$ cat config.mk
export PLATFORM = sky130hd
export DESIGN_NAME = rob_dual_commit
export DESIGN_NICKNAME = d
export VERILOG_FILES = /design/src/rtl/rob_dual_commit.sv
export SDC_FILE = /design/constraint.sdc
export NUM_CORES = 2
export LEC_CHECK = 0
export CORE_UTILIZATION = 65
export CTS_CLUSTER_DIAMETER = 30
export CTS_CLUSTER_SIZE = 24
export DETAILED_ROUTE_END_ITERATION = 8
export DONT_BUFFER_PORTS = 1
export PLACE_DENSITY = 0.81
export SYNTH_ARGS = -nofsm -noshare
export SYNTH_HDL_FRONTEND = slang
export SYNTH_SLANG_ARGS = --single-unit
$ cat constraint.sdc
create_clock -name clk_in -period 5.39 [get_ports clk_in]
set_clock_uncertainty 0.05 [all_clocks]
set_input_delay 0 -clock clk_in [delete_from_list [all_inputs] [get_ports clk_in]]
set_output_delay 0 -clock clk_in [all_outputs]
set_load 0.1 [all_outputs]
$ cat src/rtl/rob_dual_commit.sv
`default_nettype none
// ============================================================================
// rob_dual_commit : reorder buffer with two-wide in-order commit, CDB bypass
//                   on operand query and redirect/flush on jump or taken branch
// Revision        : 1.0
// ============================================================================
module rob_dual_commit #(
  parameter int DEPTH         = 16,
  parameter int ID_W          = 4,
  parameter int DATA_W        = 32,
  parameter int ADDR_W        = 32,
  parameter int REG_W         = 5,
  parameter int FULL_MARGIN   = 3,
  parameter int OP_TYPE_WIDTH = 3,
  parameter logic [OP_TYPE_WIDTH-1:0] OP_ARITH  = 3'd0,
  parameter logic [OP_TYPE_WIDTH-1:0] OP_JUMP   = 3'd1,
  parameter logic [OP_TYPE_WIDTH-1:0] OP_LOAD   = 3'd2,
  parameter logic [OP_TYPE_WIDTH-1:0] OP_STORE  = 3'd3,
  parameter logic [OP_TYPE_WIDTH-1:0] OP_BRANCH = 3'd4
) (
  input  logic                     clk_in,
  input  logic                     rst_n_in,
  input  logic                     rdy_in,
  input  logic                     dp_valid_in,
  input  logic [OP_TYPE_WIDTH-1:0] dp_op_type_in,
  input  logic [REG_W-1:0]         dp_dest_in,
  output logic                     dp_full_out,
  output logic [ID_W-1:0]          dp_rob_id_out,
  input  logic [ID_W-1:0]          dp_rs1_id_in,
  input  logic [ID_W-1:0]          dp_rs2_id_in,
  output logic                     dp_rs1_rdy_out,
  output logic                     dp_rs2_rdy_out,
  output logic [DATA_W-1:0]        dp_rs1_val_out,
  output logic [DATA_W-1:0]        dp_rs2_val_out,
  input  logic                     a_valid_in,
  input  logic [ID_W-1:0]          a_rob_id_in,
  input  logic [DATA_W-1:0]        a_result_in,
  input  logic [ADDR_W-1:0]        a_new_pc_in,
  input  logic                     ls_valid_in,
  input  logic [ID_W-1:0]          ls_rob_id_in,
  input  logic [DATA_W-1:0]        ls_result_in,
  output logic                     rf_we0_out,
  output logic                     rf_we1_out,
  output logic [REG_W-1:0]         rf_dest0_out,
  output logic [REG_W-1:0]         rf_dest1_out,
  output logic [DATA_W-1:0]        rf_val0_out,
  output logic [DATA_W-1:0]        rf_val1_out,
  output logic [ID_W-1:0]          rf_id0_out,
  output logic [ID_W-1:0]          rf_id1_out,
  output logic [ID_W-1:0]          lsb_head_id_out,
  output logic                     flush_out,
  output logic [ADDR_W-1:0]        flush_pc_out
);

  localparam logic [ID_W-1:0] c_FIRST_ID = ID_W'(1);
  localparam logic [ID_W-1:0] c_LAST_ID  = ID_W'(DEPTH - 1);
  localparam logic [ID_W:0]   c_CNT_ONE  = (ID_W+1)'(1);
  localparam logic [ID_W:0]   c_FULL_LVL = (ID_W+1)'(DEPTH - 1 - FULL_MARGIN);

  logic [OP_TYPE_WIDTH-1:0] r_op   [DEPTH];
  logic [REG_W-1:0]         r_dest [DEPTH];
  logic [DATA_W-1:0]        r_val  [DEPTH];
  logic [ADDR_W-1:0]        r_pc   [DEPTH];
  logic [DEPTH-1:0]         r_rdy;
  logic [ID_W-1:0]          r_head;
  logic [ID_W-1:0]          r_tail;
  logic [ID_W:0]            r_count;

  logic            w_dp;
  logic [ID_W-1:0] w_h1;
  logic            w_c0, w_c1, w_redir0, w_redir1, w_wb0, w_wb1;
  logic [1:0]      w_n_commit;
  logic [ID_W:0]   w_count_nxt;
  logic            w_rs1_a, w_rs1_ls, w_rs2_a, w_rs2_ls;

  function automatic logic [ID_W-1:0] f_next(input logic [ID_W-1:0] id);
    return (id == c_LAST_ID) ? c_FIRST_ID : id + c_FIRST_ID;
  endfunction

  function automatic logic f_writes_rf(input logic [OP_TYPE_WIDTH-1:0] op,
                                       input logic [REG_W-1:0] dest);
    return ((op == OP_ARITH) || (op == OP_JUMP) || (op == OP_LOAD)) && (dest != '0);
  endfunction

  assign dp_full_out     = (r_count >= c_FULL_LVL);
  assign dp_rob_id_out   = r_tail;
  assign lsb_head_id_out = r_head;
  assign w_dp            = dp_valid_in && !flush_out && !dp_full_out;

  // Second commit slot is blocked behind a redirecting first slot.
  assign w_h1       = f_next(r_head);
  assign w_c0       = (r_count != '0) && r_rdy[r_head];
  assign w_redir0   = (r_op[r_head] == OP_JUMP) ||
                      ((r_op[r_head] == OP_BRANCH) && r_val[r_head][0]);
  assign w_c1       = w_c0 && !w_redir0 && (r_count > c_CNT_ONE) && r_rdy[w_h1];
  assign w_redir1   = (r_op[w_h1] == OP_JUMP) ||
                      ((r_op[w_h1] == OP_BRANCH) && r_val[w_h1][0]);
  assign w_wb0      = f_writes_rf(r_op[r_head], r_dest[r_head]);
  assign w_wb1      = f_writes_rf(r_op[w_h1], r_dest[w_h1]);
  assign w_n_commit = {1'b0, w_c0} + {1'b0, w_c1};
  assign w_count_nxt = r_count + (ID_W+1)'(w_dp) - (ID_W+1)'(w_n_commit);

  assign w_rs1_a  = a_valid_in && (a_rob_id_in == dp_rs1_id_in);
  assign w_rs1_ls = ls_valid_in && (ls_rob_id_in == dp_rs1_id_in) &&
                    ((r_op[dp_rs1_id_in] == OP_LOAD) || (r_op[dp_rs1_id_in] == OP_STORE));
  assign w_rs2_a  = a_valid_in && (a_rob_id_in == dp_rs2_id_in);
  assign w_rs2_ls = ls_valid_in && (ls_rob_id_in == dp_rs2_id_in) &&
                    ((r_op[dp_rs2_id_in] == OP_LOAD) || (r_op[dp_rs2_id_in] == OP_STORE));

  assign dp_rs1_rdy_out = r_rdy[dp_rs1_id_in] | w_rs1_a | w_rs1_ls;
  assign dp_rs2_rdy_out = r_rdy[dp_rs2_id_in] | w_rs2_a | w_rs2_ls;
  assign dp_rs1_val_out = w_rs1_a ? a_result_in : (w_rs1_ls ? ls_result_in : r_val[dp_rs1_id_in]);
  assign dp_rs2_val_out = w_rs2_a ? a_result_in : (w_rs2_ls ? ls_result_in : r_val[dp_rs2_id_in]);

  // Payload storage carries no reset; rdy bits gate every use of it.
  always_ff @(posedge clk_in) begin
    if (rst_n_in && rdy_in && !flush_out) begin
      if (w_dp) begin
        r_op[r_tail]   <= dp_op_type_in;
        r_dest[r_tail] <= dp_dest_in;
      end
      if (a_valid_in) begin
        r_val[a_rob_id_in] <= a_result_in;
        r_pc[a_rob_id_in]  <= a_new_pc_in;
      end
      if (ls_valid_in && (r_op[ls_rob_id_in] == OP_LOAD))
        r_val[ls_rob_id_in] <= ls_result_in;
    end
  end

  always_ff @(posedge clk_in) begin
    if (!rst_n_in) begin
      r_head       <= c_FIRST_ID;
      r_tail       <= c_FIRST_ID;
      r_count      <= '0;
      r_rdy        <= '0;
      rf_we0_out   <= 1'b0;
      rf_we1_out   <= 1'b0;
      rf_dest0_out <= '0;
      rf_dest1_out <= '0;
      rf_val0_out  <= '0;
      rf_val1_out  <= '0;
      rf_id0_out   <= '0;
      rf_id1_out   <= '0;
      flush_out    <= 1'b0;
      flush_pc_out <= '0;
    end else if (rdy_in) begin
      if (flush_out) begin
        r_head     <= c_FIRST_ID;
        r_tail     <= c_FIRST_ID;
        r_count    <= '0;
        r_rdy      <= '0;
        rf_we0_out <= 1'b0;
        rf_we1_out <= 1'b0;
        flush_out  <= 1'b0;
      end else begin
        rf_we0_out   <= w_c0 && w_wb0;
        rf_we1_out   <= w_c1 && w_wb1;
        rf_dest0_out <= r_dest[r_head];
        rf_dest1_out <= r_dest[w_h1];
        rf_val0_out  <= r_val[r_head];
        rf_val1_out  <= r_val[w_h1];
        rf_id0_out   <= r_head;
        rf_id1_out   <= w_h1;
        if (w_c1)
          r_head <= f_next(w_h1);
        else if (w_c0)
          r_head <= w_h1;
        if (w_dp)
          r_tail <= f_next(r_tail);
        r_count <= w_count_nxt;
        if (w_c0 && w_redir0) begin
          flush_out    <= 1'b1;
          flush_pc_out <= r_pc[r_head];
        end else if (w_c1 && w_redir1) begin
          flush_out    <= 1'b1;
          flush_pc_out <= r_pc[w_h1];
        end
        if (w_dp)
          r_rdy[r_tail] <= 1'b0;
        if (a_valid_in)
          r_rdy[a_rob_id_in] <= 1'b1;
        if (ls_valid_in)
          r_rdy[ls_rob_id_in] <= 1'b1;
      end
    end
  end

endmodule
`default_nettype wire

==> results.yml <==
status:
  status: "finished, final reports clean"
critical_path:
  crit_path_end_kind: "output port"
  start_kind: "register"
  crit_arrival_ps: 5050
  crit_type: "register to output port"
  cp.required_ps: 5340
  cp_max_fo: 15
job:
  cap_violations: 0
routing:
  firstDrtPassIters: 6
  wl_per_cell_um: 39.39
  drc: 0
  num_vias: 51860
  viasPerCell: 8.116
  antenna_left: 0
  drt_iter0_drc: 8444
  routed_wl_um: 251700
pwr:
  p_sw_frac: 0.2366
  p_clk_frac: 0.562
  p_leak_nw: 29.26
  power_density_nw_per_um2: 346.3
  combPwrFrac: 0.067
  p_int_mw: 23.37
  power_switching_mw: 7.244
  pwr-share-seq: 0.371
  ir_worst_vdd_v: 0.0003650
clock_tree:
  htree_levels: 5
  clock_latency_ps: 920
  cts_buffers: 288
  cts_tree: "yes"
  cts_sinks: 1302
  clk_pin_slew_ps: 50
  root_buffer: "clkbuf_16"
  cts_buffer_depth: 4
timing:
  drv_slew: 0
  max-slew-margin-rel: 0.1022
  rsz0062_at_grt: "no"
  finalCriticalPeriod_ps: 5098
  max_slew.worst_pin.slew_ps: 1343
  hold_ws_ps: 16.62
  setup_violations: 0
  fin_ws_ps: 292.1
  min_period_over_period: 0.9458
  hold_violations: 0
  setup_tns_ps: 0
  fmax_mhz: 196.2
global_route:
  track_usage: 0.4306
  grt_start_max_net_pins: 156
  antenna_found_initial: 9
  grt_pass1_wl_um: 362200
  grt_pass1_vias: 53330
  overflow: 0
floorplanning:
  fp.dieH_um: 343.8
  fp.dieW_um: 343.8
  core_region_area_um2: 116000
  ios: 318
  dieArea_um2: 118200
  start_util: 0.6544
  row_count: 125
cells_and_area:
  synthToLayoutAreaGrowth_pct: 16.42
  layout_common_cells: "1152 x edfxtp_1, 1013 x mux4_2, 442 x nand2_1"
  layout-drive-gt1-share: 0.4372
  design_area_um2: 88400
  layout_commonest_cell: "edfxtp_1"
  nets: 4796
synth:
  synthesis.area_um2: 75940
  synthArstFlopShare: 0
  synth.avg_cell_area_um2: 16.65
  ys_seq_elements: 1302
  syn_nets: 4705
  synth_cell_types: 65
  synth-edff-count: 1152
  synth-main-ff-cell: "edfxtp_1"
  seq_area_frac_synth: 0.4951
  yosysWarnings: 0
  synthCells: 4562
placement:
  io_buffers: 0
  place.gp.congestion: 0.9207
  place_area_um2: 77290
  pre_cts_ws_ps: 1054
  place_hpwl_um: 129400
hold_path:
  hold_path_class: "primary input to register"
[final cells by class]
class                   instances  area, µm²
flip-flops and latches       1302      37610
multi-input cells            2738      36590
fillers                      6170      27640
clock buffers                 354       7745
repair buffers                304       2823
well taps                    1524       1907
clock inverters               143       1644
inverters                      19      71.32
diodes                          6      15.01
[kinds of logic after synthesis]
group / Yosys count / synth area share
DFF: 1302 / 0.4951
buffers and inverters: 522 / 0.03144
and+or+nand+nor: 670 / 0.03816
xor gates and xnor gates: 20 / 0.002307
AOI/OAI and AO/OA: 337 / 0.02821
muxes: 1694 / 0.4019
adders and majority gates: 17 / 0.002900
[final timing paths]
check	slack, ps	cells after the start	end	from
worst max-delay path	290	8	dp_rs1_val_out[5]	r_op[7][2]$_DFFE_PP_
worst min-delay path	20	1	r_pc[13][19]$_DFFE_PP_	a_new_pc_in[19]
worst max register to register	870	16	r_count[3]$_SDFFE_PN0P_	register
worst min register to register	440	2	r_count[4]$_SDFFE_PN0P_	r_count[4]$_SDFFE_PN0P_
[sequential cells by signal, indices dropped and copies added, names as in the netlist, 5 cells and up, named ones only]
name and flops:
rf_val0_out 32, r_val 512, r_rdy 16, r_count 5, rf_dest0_out 5, r_op 48, rf_dest1_out 5, flush_pc_out 32
r_dest 80, rf_val1_out 32, r_pc 512
[power by group through the flow]
| stage | Sequential, mW | Clock, mW | Combinational, mW |
|---|---|---|---|
| after CTS | 11.4 | 17.2 | 2.01 |
| after global placement | 11.5 | 0 | 1.67 |
| final | 11.4 | 17.2 | 2.06 |
| after detailed placement | 11.5 | 0 | 1.70 |
| after floorplan | 11.5 | 0 | 1.57 |
| after global routing | 11.4 | 17.7 | 2.12 |
[metal layers]
metal,track usage,up-vias,wire length [µm]
met5,0,-,65
met4,0.2942,10,19030
met3,0.1373,1276,37430
met2,0.6580,5436,117000
met1,0.5285,25920,78180
li1,-,19220,-
[synth_stat cells, types with 35 or more instances]
cell | number | area (µm²)
a21boi_0 | 46 | 345.3
a21oi_1 | 40 | 200.2
a31oi_1 | 42 | 262.8
and3_1 | 35 | 219.0
buf_1 | 49 | 183.9
buf_2 | 125 | 625.6
clkbuf_1 | 284 | 1066
dfxtp_1 | 150 | 3003
edfxtp_1 | 1152 | 34590
mux2_1 | 141 | 1588
mux2_2 | 353 | 3975
mux2_4 | 54 | 810.8
mux2i_1 | 133 | 1331
mux4_2 | 1013 | 22810
nand2_1 | 445 | 1670
nor2_1 | 66 | 247.7
nor2b_1 | 36 | 225.2
o21ai_0 | 73 | 365.4
o21ai_1 | 38 | 190.2
[critical path: stages (launching register included)]
cell	delay (ps)
edfxtp_1	440
nand2b_1	190
mux4_2	470
a2111oi_0	630
a31oi_1	180
nor2_4	900
buf_12	280
mux2i_1	120
o21ai_2	870
[stage by stage]
step,utilization,std cells,power [mW]
2_1_floorplan,-,4562,13.10
3_3_place_gp,0.6660,5718,13.20
3_5_place_dp,0.6660,5718,13.23
4_1_cts,0.7617,6384,30.54
5_1_grt,0.7617,6387,31.14
6_report,0.7618,6390,30.61
[what timing repair did]
action                                  CTS  global route
endpoints found under the hold margin  1622             0
setup buffers                             0             0
gates resized for setup                   0             0
hold buffers                            169             0
No activity file was read; power rests on OpenSTA's default activity.
